## config.mk

```make
export PLATFORM = sky130hd
export DESIGN_NAME = i2c_byte_ctrl
export DESIGN_NICKNAME = d
export VERILOG_FILES = /design/src/rtl/i2c_byte_ctrl.sv
export SDC_FILE = /design/constraint.sdc
export NUM_CORES = 1
export LEC_CHECK = 0
export CORE_MARGIN = 2
export CORE_UTILIZATION = 30
export DETAILED_ROUTE_END_ITERATION = 7
export GPL_TIMING_DRIVEN = 0
export PLACE_DENSITY = 0.56
export SYNTH_ARGS = -nofsm -noshare
export SYNTH_HDL_FRONTEND = slang
export SYNTH_SLANG_ARGS = --single-unit
```

## constraint.sdc

```tcl
create_clock -name i_clk -period 2.8 [get_ports i_clk]
set_clock_uncertainty 0.1 [all_clocks]
set_input_delay 0.7 -clock i_clk [delete_from_list [all_inputs] [get_ports i_clk]]
set_output_delay 0.7 -clock i_clk [all_outputs]
set_load 0.1 [all_outputs]
```

## src/rtl/i2c_byte_ctrl.sv

```systemverilog
// Byte-level I2C master sequencer: generates START/STOP line sequences itself and
// splits WRITE/READ into nine bit requests (8 data MSB first + ACK) for i2c_bit_gen.
module i2c_byte_ctrl #(
    parameter int unsigned CLK_FREQ = 25_000_000,
    parameter int unsigned I2C_FREQ = 100_000
) (
    input  logic       i_clk,
    input  logic       i_rst,
    input  logic       i_cmd_valid,
    output logic       o_cmd_ready,
    input  logic [1:0] i_cmd,
    input  logic [7:0] i_wr_byte,
    input  logic       i_rd_nack,
    output logic       o_done,
    output logic       o_err,
    output logic [7:0] o_rd_byte,
    output logic       o_ack,
    output logic       o_bus_active,
    output logic       o_bit_req,
    output logic       o_bit_we,
    output logic       o_bit_wr,
    input  logic       i_bit_ready,
    input  logic       i_bit_rd_valid,
    input  logic       i_bit_rd,
    output logic       o_own,
    output logic       o_sda,
    output logic       o_scl
);

    localparam int unsigned Q  = CLK_FREQ / (4 * I2C_FREQ);
    localparam int unsigned QW = (Q > 1) ? $clog2(Q + 1) : 1;

    localparam logic [1:0] CMD_START = 2'd0;
    localparam logic [1:0] CMD_STOP  = 2'd1;

    localparam logic [2:0] ST_IDLE  = 3'd0;
    localparam logic [2:0] ST_START = 3'd1;
    localparam logic [2:0] ST_STOP  = 3'd2;
    localparam logic [2:0] ST_ISSUE = 3'd3;
    localparam logic [2:0] ST_BUSY  = 3'd4;
    localparam logic [2:0] ST_WAIT  = 3'd5;

    localparam logic [3:0] LAST_BIT = 4'd8;

    logic [2:0]    state, nxt_state;
    logic [1:0]    phase, nxt_phase;
    logic [QW-1:0] phase_cnt, nxt_phase_cnt;
    logic [3:0]    bit_cnt, nxt_bit_cnt;
    logic          is_read, nxt_is_read;
    logic [7:0]    wr_byte, nxt_wr_byte;
    logic          rd_nack, nxt_rd_nack;
    logic          nxt_cmd_ready, nxt_done, nxt_err, nxt_ack, nxt_bus_active;
    logic          nxt_bit_req, nxt_bit_we, nxt_bit_wr, nxt_own, nxt_sda, nxt_scl;
    logic [7:0]    nxt_rd_byte;
    logic          phase_end;

    // {we, wr} for bit n of a transfer
    function automatic logic [1:0] bit_fields(input logic rd, input logic [3:0] n,
                                              input logic [7:0] b, input logic nack);
        logic [1:0] f;
        if (n == LAST_BIT)
            f = rd ? {1'b1, nack} : 2'b00;
        else
            f = rd ? 2'b00 : {1'b1, b[3'(4'd7 - n)]};
        return f;
    endfunction

    // {sda, scl} for START phases P0..P3
    function automatic logic [1:0] start_lines(input logic [1:0] p);
        logic [1:0] l;
        case (p)
            2'd0:    l = 2'b10;
            2'd1:    l = 2'b11;
            2'd2:    l = 2'b01;
            default: l = 2'b00;
        endcase
        return l;
    endfunction

    // {sda, scl} for STOP phases P0..P2
    function automatic logic [1:0] stop_lines(input logic [1:0] p);
        logic [1:0] l;
        case (p)
            2'd0:    l = 2'b00;
            2'd1:    l = 2'b01;
            default: l = 2'b11;
        endcase
        return l;
    endfunction

    assign phase_end = (phase_cnt == QW'(Q));

    // next-state and next-output logic
    always_comb begin
        nxt_state      = state;
        nxt_phase      = phase;
        nxt_phase_cnt  = phase_cnt;
        nxt_bit_cnt    = bit_cnt;
        nxt_is_read    = is_read;
        nxt_wr_byte    = wr_byte;
        nxt_rd_nack    = rd_nack;
        nxt_done       = 1'b0;
        nxt_err        = 1'b0;
        nxt_ack        = o_ack;
        nxt_rd_byte    = o_rd_byte;
        nxt_bus_active = o_bus_active;
        nxt_bit_req    = o_bit_req;
        nxt_bit_we     = o_bit_we;
        nxt_bit_wr     = o_bit_wr;
        nxt_sda        = o_sda;
        nxt_scl        = o_scl;

        case (state)
            ST_IDLE: begin
                if (i_cmd_valid) begin
                    nxt_phase_cnt = '0;
                    case (i_cmd)
                        CMD_START: begin
                            nxt_state = ST_START;
                            // lines already high when idle, so P0 is only needed for repeated start
                            nxt_phase = o_bus_active ? 2'd0 : 2'd1;
                            {nxt_sda, nxt_scl} = start_lines(o_bus_active ? 2'd0 : 2'd1);
                        end
                        CMD_STOP: begin
                            if (o_bus_active) begin
                                nxt_state = ST_STOP;
                                nxt_phase = 2'd0;
                                {nxt_sda, nxt_scl} = stop_lines(2'd0);
                            end else begin
                                nxt_done = 1'b1;
                            end
                        end
                        default: begin
                            if (o_bus_active) begin
                                nxt_state   = ST_ISSUE;
                                nxt_is_read = i_cmd[0];
                                nxt_wr_byte = i_wr_byte;
                                nxt_rd_nack = i_rd_nack;
                                nxt_bit_cnt = '0;
                                nxt_bit_req = 1'b1;
                                {nxt_bit_we, nxt_bit_wr} = bit_fields(i_cmd[0], 4'd0, i_wr_byte, i_rd_nack);
                            end else begin
                                nxt_done = 1'b1;
                                nxt_err  = 1'b1;
                            end
                        end
                    endcase
                end
            end
            ST_START: begin
                if (phase_end) begin
                    nxt_phase_cnt = '0;
                    if (phase == 2'd3) begin
                        nxt_state      = ST_IDLE;
                        nxt_done       = 1'b1;
                        nxt_bus_active = 1'b1;
                    end else begin
                        nxt_phase = phase + 2'd1;
                        {nxt_sda, nxt_scl} = start_lines(phase + 2'd1);
                    end
                end else begin
                    nxt_phase_cnt = phase_cnt + QW'(1);
                end
            end
            ST_STOP: begin
                if (phase_end) begin
                    nxt_phase_cnt = '0;
                    if (phase == 2'd2) begin
                        nxt_state      = ST_IDLE;
                        nxt_done       = 1'b1;
                        nxt_bus_active = 1'b0;
                        nxt_sda        = 1'b1;
                        nxt_scl        = 1'b1;
                    end else begin
                        nxt_phase = phase + 2'd1;
                        {nxt_sda, nxt_scl} = stop_lines(phase + 2'd1);
                    end
                end else begin
                    nxt_phase_cnt = phase_cnt + QW'(1);
                end
            end
            ST_ISSUE: begin
                if (o_bit_req && i_bit_ready) begin
                    nxt_bit_req = 1'b0;
                    nxt_state   = ST_BUSY;
                end
            end
            ST_BUSY: begin
                if (!i_bit_ready)
                    nxt_state = ST_WAIT;
            end
            ST_WAIT: begin
                if (i_bit_ready) begin
                    if (bit_cnt == LAST_BIT) begin
                        nxt_state  = ST_IDLE;
                        nxt_done   = 1'b1;
                        nxt_bit_we = 1'b0;
                        nxt_bit_wr = 1'b0;
                    end else begin
                        nxt_bit_cnt = bit_cnt + 4'd1;
                        nxt_state   = ST_ISSUE;
                        nxt_bit_req = 1'b1;
                        {nxt_bit_we, nxt_bit_wr} = bit_fields(is_read, bit_cnt + 4'd1, wr_byte, rd_nack);
                    end
                end
            end
            default: nxt_state = ST_IDLE;
        endcase

        // read data only counts while a we=0 bit is in flight
        if ((state == ST_BUSY || state == ST_WAIT) && i_bit_rd_valid && !o_bit_we) begin
            if (is_read)
                nxt_rd_byte = {o_rd_byte[6:0], i_bit_rd};
            else
                nxt_ack = i_bit_rd;
        end

        nxt_own = (nxt_state == ST_START) || (nxt_state == ST_STOP) ||
                  (nxt_state == ST_IDLE && !nxt_bus_active);
        nxt_cmd_ready = (nxt_state == ST_IDLE);
    end

    // state and output registers
    always_ff @(posedge i_clk or posedge i_rst) begin
        if (i_rst) begin
            state        <= ST_IDLE;
            phase        <= 2'd0;
            phase_cnt    <= '0;
            bit_cnt      <= '0;
            is_read      <= 1'b0;
            wr_byte      <= '0;
            rd_nack      <= 1'b0;
            o_cmd_ready  <= 1'b1;
            o_done       <= 1'b0;
            o_err        <= 1'b0;
            o_rd_byte    <= '0;
            o_ack        <= 1'b1;
            o_bus_active <= 1'b0;
            o_bit_req    <= 1'b0;
            o_bit_we     <= 1'b0;
            o_bit_wr     <= 1'b0;
            o_own        <= 1'b1;
            o_sda        <= 1'b1;
            o_scl        <= 1'b1;
        end else begin
            state        <= nxt_state;
            phase        <= nxt_phase;
            phase_cnt    <= nxt_phase_cnt;
            bit_cnt      <= nxt_bit_cnt;
            is_read      <= nxt_is_read;
            wr_byte      <= nxt_wr_byte;
            rd_nack      <= nxt_rd_nack;
            o_cmd_ready  <= nxt_cmd_ready;
            o_done       <= nxt_done;
            o_err        <= nxt_err;
            o_rd_byte    <= nxt_rd_byte;
            o_ack        <= nxt_ack;
            o_bus_active <= nxt_bus_active;
            o_bit_req    <= nxt_bit_req;
            o_bit_we     <= nxt_bit_we;
            o_bit_wr     <= nxt_bit_wr;
            o_own        <= nxt_own;
            o_sda        <= nxt_sda;
            o_scl        <= nxt_scl;
        end
    end

endmodule

```

Yosys cells after proc, flatten, opt, wreduce, memory -nomap -nowiden

Index checks and enable logic that the tools add are counted.

Bits in registers: 44
Output and inout bits: 19
Word-level logic and storage cells: 176

Add/sub/neg operators: 4
Magnitude comparators: 1
Equal/unequal tests: 29
Muxes and demuxes: 92
Bitwise gates (word level): 2
Reductions and logical operators: 29

Operator list:

| cell                                                             | number |
|---|---|
| 1-bit two-way mux                                                | 45 |
| 3-bit two-way mux                                                | 10 |
| 2-bit two-way mux                                                | 11 |
| 4-bit two-way mux                                                | 5 |
| 2-bit != test (second input constant)                            | 10 |
| 2-bit case mux with 3 select lines                               | 3 |
| 3-bit case mux with 6 select lines                               | 1 |
| 7-bit AND reduction                                              | 2 |
| 6-bit two-way mux                                                | 2 |
| 6-bit case mux with 2 select lines                               | 1 |
| 1-bit case mux with 2 select lines                               | 5 |
| 3-bit by 2-bit == test with 1-bit output (second input constant) | 3 |
| 1-bit case mux with 3 select lines                               | 3 |
| 4-bit == test (second input constant)                            | 2 |
| 2-bit case mux with 2 select lines                               | 2 |
| 4-bit case mux with 2 select lines                               | 1 |
| 8-bit AND reduction                                              | 1 |
| 6-bit by 1-bit adder with 6-bit output (second input constant)   | 1 |
| 2-bit == test (second input constant)                            | 3 |
| 3-bit by 1-bit == test with 1-bit output (second input constant) | 2 |
| 3-bit == test (second input constant)                            | 2 |
| 6-bit == test (second input constant)                            | 1 |
| 2-bit zero test                                                  | 3 |
| 3-bit zero test                                                  | 2 |
| 23 further kinds                                                 | 36 |

Logic depth before layout (Yosys ltp)

Depth after elaboration: 9
Gate-level depth with buffers: 8
Depth with buffers taken out: 7

Least setup slack after synthesis

No wires, ideal clock.

Path kind: reg-to-reg
From: reg o_bit_req
To: reg o_own
Library setup time: 0.098 ns
Data arrival time: 2.010 ns
Data required time: 2.602 ns
Path slack: 0.592 ns
Cell stages (with the launch flop): 6
Path buffers: 0
Cells stage by stage: dfrtp_1 nand2_1 a32o_1 a2111o_2 nor3b_2 a221oi_2

Longest elaborated chain between the ends: 6

RTL lines:

| element                                                                | RTL line | text |
|---|---|---|
| start, declared                                                        | 19       | `output logic o_bit_req,` |
| start signal, assigned                                                 | 259      | `o_bit_req <= nxt_bit_req;` |
| 1-bit logical AND *                                                    | 183      | `if (o_bit_req && i_bit_ready) begin` |
| 3-bit two-way mux *                                                    | 183      |  |
| 3-bit case mux with 6 select lines *                                   | 113      | `case (state)` |
| via nxt_state[0]                                                       | 45       | `logic [2:0] state, nxt_state;` |
| 3-bit by 1-bit == test with 1-bit output, or another cell as far along | 218      | `nxt_own = (nxt_state == ST_START) \|\| (nxt_state == ST_STOP) \|\|` |
| 1-bit logical OR / 1-bit logical AND (equally long branches)           | 218, 219 |  |
| 1-bit logical OR *                                                     | 218      |  |
| via nxt_own                                                            | 53       | `logic nxt_bit_req, nxt_bit_we, nxt_bit_wr, nxt_own, nxt_sda, nxt_scl;` |
| end signal, assigned                                                   | 262      | `o_own <= nxt_own;` |
| end, declared                                                          | 25       | `output logic o_own,` |

Mark *: on every way through the listed nets, which the timed path passes. The rest lies on a longest branch.
A chain may end at the register's enable or synchronous reset.

Worst setup path after layout

From: reg o_ack
To: out o_ack

RTL lines:

| element                | RTL line | text |
|---|---|---|
| start, declared        | 17       | `output logic o_ack,` |
| start signal, assigned | 257      | `o_ack <= nxt_ack;` |

No word-level cell between the ends.

==> summary.txt <==
STA
  – Fmax: 364 MHz
  – Final Hold Viols: 0
  – RSZ-0062 raised after global routing: false
  – Min Tclk post-route: 2750 ps
  – Max transition margin: 35.1%
  – Tcrit/Tclk final: 98.2%
  – Max Slew Vio Count: 0
  – Fin worst setup slack: 51.7 ps
  – Final setup viols: 0
  – Actual slew at the worst max-slew pin: 971 ps

Clock network
  – H-tree levels: 2
  – Clock Pin Slew Worst Setup and Hold Paths: 80 ps
  – Clk sinks: 44
  – TritonCTS buffer count: 5
  – Max Root-Sink Buffers: 2
  – # Post-CTS Setup Buffers: 0
  – Skew-Pair Late Insertion Delay: 300 ps
  – TritonCTS clock tree: yes
  – Clock root buffer: clkbuf_8

Power
  – Combinational share of power: 53.1%
  – Pint: 0.00151 W
  – Pleak: 1.30 nW
  – Peak VDD IR: 0.392 mV
  – Switching Share: 47.0%
  – Clk pwr share: 16.7%
  – Sequential share of power: 30.2%
  – Switch Pwr: 0.00134 W
  – Power density cells: 958 mW/mm2

Yosys
  – Warnings, synthesis: 0
  – Post-synth EDFFs: 0
  – Mapped Nets: 246
  – Most frequent cells after synthesis: dfrtp_1, mux2_2, o21ai_0, nor2_1, nand2_1
  – Cell variety after synth: 50
  – Synthesized area per cell: 10.6 um2
  – Yosys top cell area share: 41.3%
  – Async SR Flop Fraction: 100%
  – Count leader, synth: dfrtp_1
  – Top area cells in the synthesized netlist: dfrtp_1, mux2_2, dfstp_2
  – Yosys top cell by area: dfrtp_1
  – Gate Count Post-Synth: 223
  – Syn Std Cell Area: 0.00236 mm2
  – Post-synthesis sequential area ratio: 46.9%
  – #FFs+latches synth: 44
  – Synth Flop Type: dfrtp_1

Status
  – Status: finished clean

Global routing
  – Grt total ovfl: 0
  – Number of antenna violations at the first check in global routing: 0
  – Vias in the first global route: 1781
  – Met3 Usage GRT: 2.85%
  – GR Util met2: 20.8%
  – GR Layer Usage met1: 16.6%
  – Busiest layer in global routing: met2
  – Largest net degree at the start of global routing: 31
  – First-pass GRT wire length: 8630 um
  – Total Routing Usage GR: 12.6%

Critical path
  – Worst path cell trace: clkdlybuf4s50_1
  – CP endpoint kind: output pin
  – Slowest cell delay on critical path: 1120 ps
  – Critical-path top delay cell: clkdlybuf4s50_1
  – Crit-path leading delay family: buffers and inverters
  – Data arrival, critical path: 1950 ps
  – Instance count on the critical path: 1
  – WP buf/inv: 1
  – Worst setup SP type: flop
  – CP Class: reg2out
  – FF-to-FF path depth: 8
  – Crit path max fanout: 2
  – Worst Path Required: 2000 ps

Hold path
  – Tightest Hold Check Type: reg2reg
  – Worst hold stages: 1

Routing
  – DRT iter0 DRCs: 97
  – DR vias: 1822
  – DRC Markers: 0
  – Avg WL per Cell: 13.7 um
  – Via density per instance: 4.94
  – DRT Pass-1 Iters: 4
  – Final WL: 5060 um
  – Antenna Nets Post-Route: 0

Placed design
  – # placed instances: 361
  – RD Place Congestion: 0.844
  – Placed Area: 0.00286 mm2
  – Final HPWL DP: 3830 um
  – Pre-CTS setup slack: 58.4 ps
  – Port Buf Inserts: 35

Layout
  – Final instance area: 0.00297 mm2
  – Diode count: 0
  – Nets: 289
  – Final core utilization: 38.7%
  – Fin cells: 369
  – Area growth syn-to-layout: 25.8%
  – Layout cells sized above 1: 20.2%

Run
  – Max-cap viol count: 0

Floorplanning
  – Core Region: 0.00769 mm2
  – Top-level I/O count: 36
  – Initial core utilization: 30.7%
  – # rows: 32
  – Die area: 0.00860 mm2
  – Die boundary height: 92.8 um
  – Die W: 92.8 um
==> cells in the final DEF (no fill, tap or decap), drive strengths merged, types with 2 or more instances in the layout <==
master / netlist / routed
dfrtp: 39 / 39
clkdlybuf4s50: 0 / 32
mux2: 20 / 20
o21ai: 20 / 20
nor2: 17 / 17
nand2: 15 / 15
a21oi: 15 / 15
inv: 9 / 9
buf: 7 / 8
a31oi: 6 / 6
nand3: 6 / 6
ha: 6 / 6
clkbuf: 0 / 6
nor2b: 5 / 5
dfstp: 5 / 5
and3: 5 / 5
nor3: 4 / 4
o31ai: 4 / 4
nand4: 4 / 4
nor3b: 3 / 3
and2: 2 / 2
nand3b: 2 / 2
xnor2: 2 / 2
xor2: 2 / 2
a21o: 2 / 2
o211ai: 2 / 2
mux2i: 2 / 2
nand2b: 2 / 2
mux4: 2 / 2
dlymetal6s2s: 0 / 2
or4b: 2 / 2
==> power by group through the flow <==
stage,registers [W],logic [W],clock network (W)
2_1_floorplan,0.00134,0.000701,0
3_3_place_gp,0.000873,0.00151,0
3_5_place_dp,0.000876,0.00152,0
4_1_cts,0.000864,0.00152,0.000495
5_1_grt,0.000884,0.00165,0.000526
6_report,0.000861,0.00151,0.000476
==> final timing paths <==
kind                                   startpoint                     end  slack (ps)
max                             o_ack$_DFFE_PP1P_                   o_ack          50
min                        wr_byte[4]$_DFFE_PP0P_  wr_byte[4]$_DFFE_PP0P_         410
max reg2reg                bit_cnt[0]$_DFFE_PP0P_    o_bit_wr$_DFFE_PP0P_         580
min reg2reg                wr_byte[4]$_DFFE_PP0P_  wr_byte[4]$_DFFE_PP0P_         410
max in group asynchronous                   i_rst       o_sda$_DFFE_PP1P_        1460
min in group asynchronous                   i_rst      state[1]$_DFF_PP0_         590
==> stage by stage <==
stage | hold slack (ps) | power, W | setup TNS [ps]
finish | 407 | 0.00285 | 0
global route | 424 | 0.00306 | 0
CTS | 410 | 0.00288 | 0
detailed placement | 395 | 0.00239 | 0
global placement | 388 | 0.00238 | -679
floorplan | 365 | 0.00204 | 0
==> logic make-up (layout without fill, tap and decap cells) <==
logic type / after synthesis / count (layout) / synth area share [%]
buffers and inverters: 16 / 60 / 3.65
multiplexers: 24 / 24 / 12.3
flip-flops: 44 / 44 / 46.9
AND/OR/NAND/NOR: 73 / 73 / 17.9
XOR/XNOR: 4 / 4 / 1.48
adder cells (fa/ha/maj): 6 / 6 / 3.18
AO/OA/AOI/OAI: 56 / 56 / 14.7
==> layer usage <==
layer,vias up,share of wire [%],wire length [um]
met5,-,0,0
met4,0,1.2,60
met3,5,3.2,164
met2,29,47,2400
met1,888,48,2440
li1,900,-,-
==> sequential cells by signal, indices dropped and copies added, names as in the netlist <==
signal	flops
o_bus_active	1
phase	2
state	3
bit_cnt	4
o_bit_req	1
o_done	1
rd_nack	1
is_read	1
o_scl	1
o_ack	1
o_own	1
phase_cnt	6
o_cmd_ready	1
o_sda	1
wr_byte	8
o_bit_wr	1
o_rd_byte	8
o_err	1
o_bit_we	1
==> cell type report <==
class | count | area, um2
Inverter | 9 | 33.8
Multi-Input combinational cell | 163 | 1170
Clock inverter | 2 | 35.0
Sequential cell | 44 | 1110
Fill cell | 790 | 4710
Timing Repair Buffer | 36 | 374
Buffer | 7 | 52.6
Clock buffer | 6 | 72.6
Tap cell | 102 | 128
==> timing repair <==
item | CTS | global route
endpoints found under the setup margin | 1 | 2
hold buffers | 0 | 0
resized for setup | 1 | 2
endpoints found under the hold margin | 0 | 0
(Power assumes the default switching activity.)
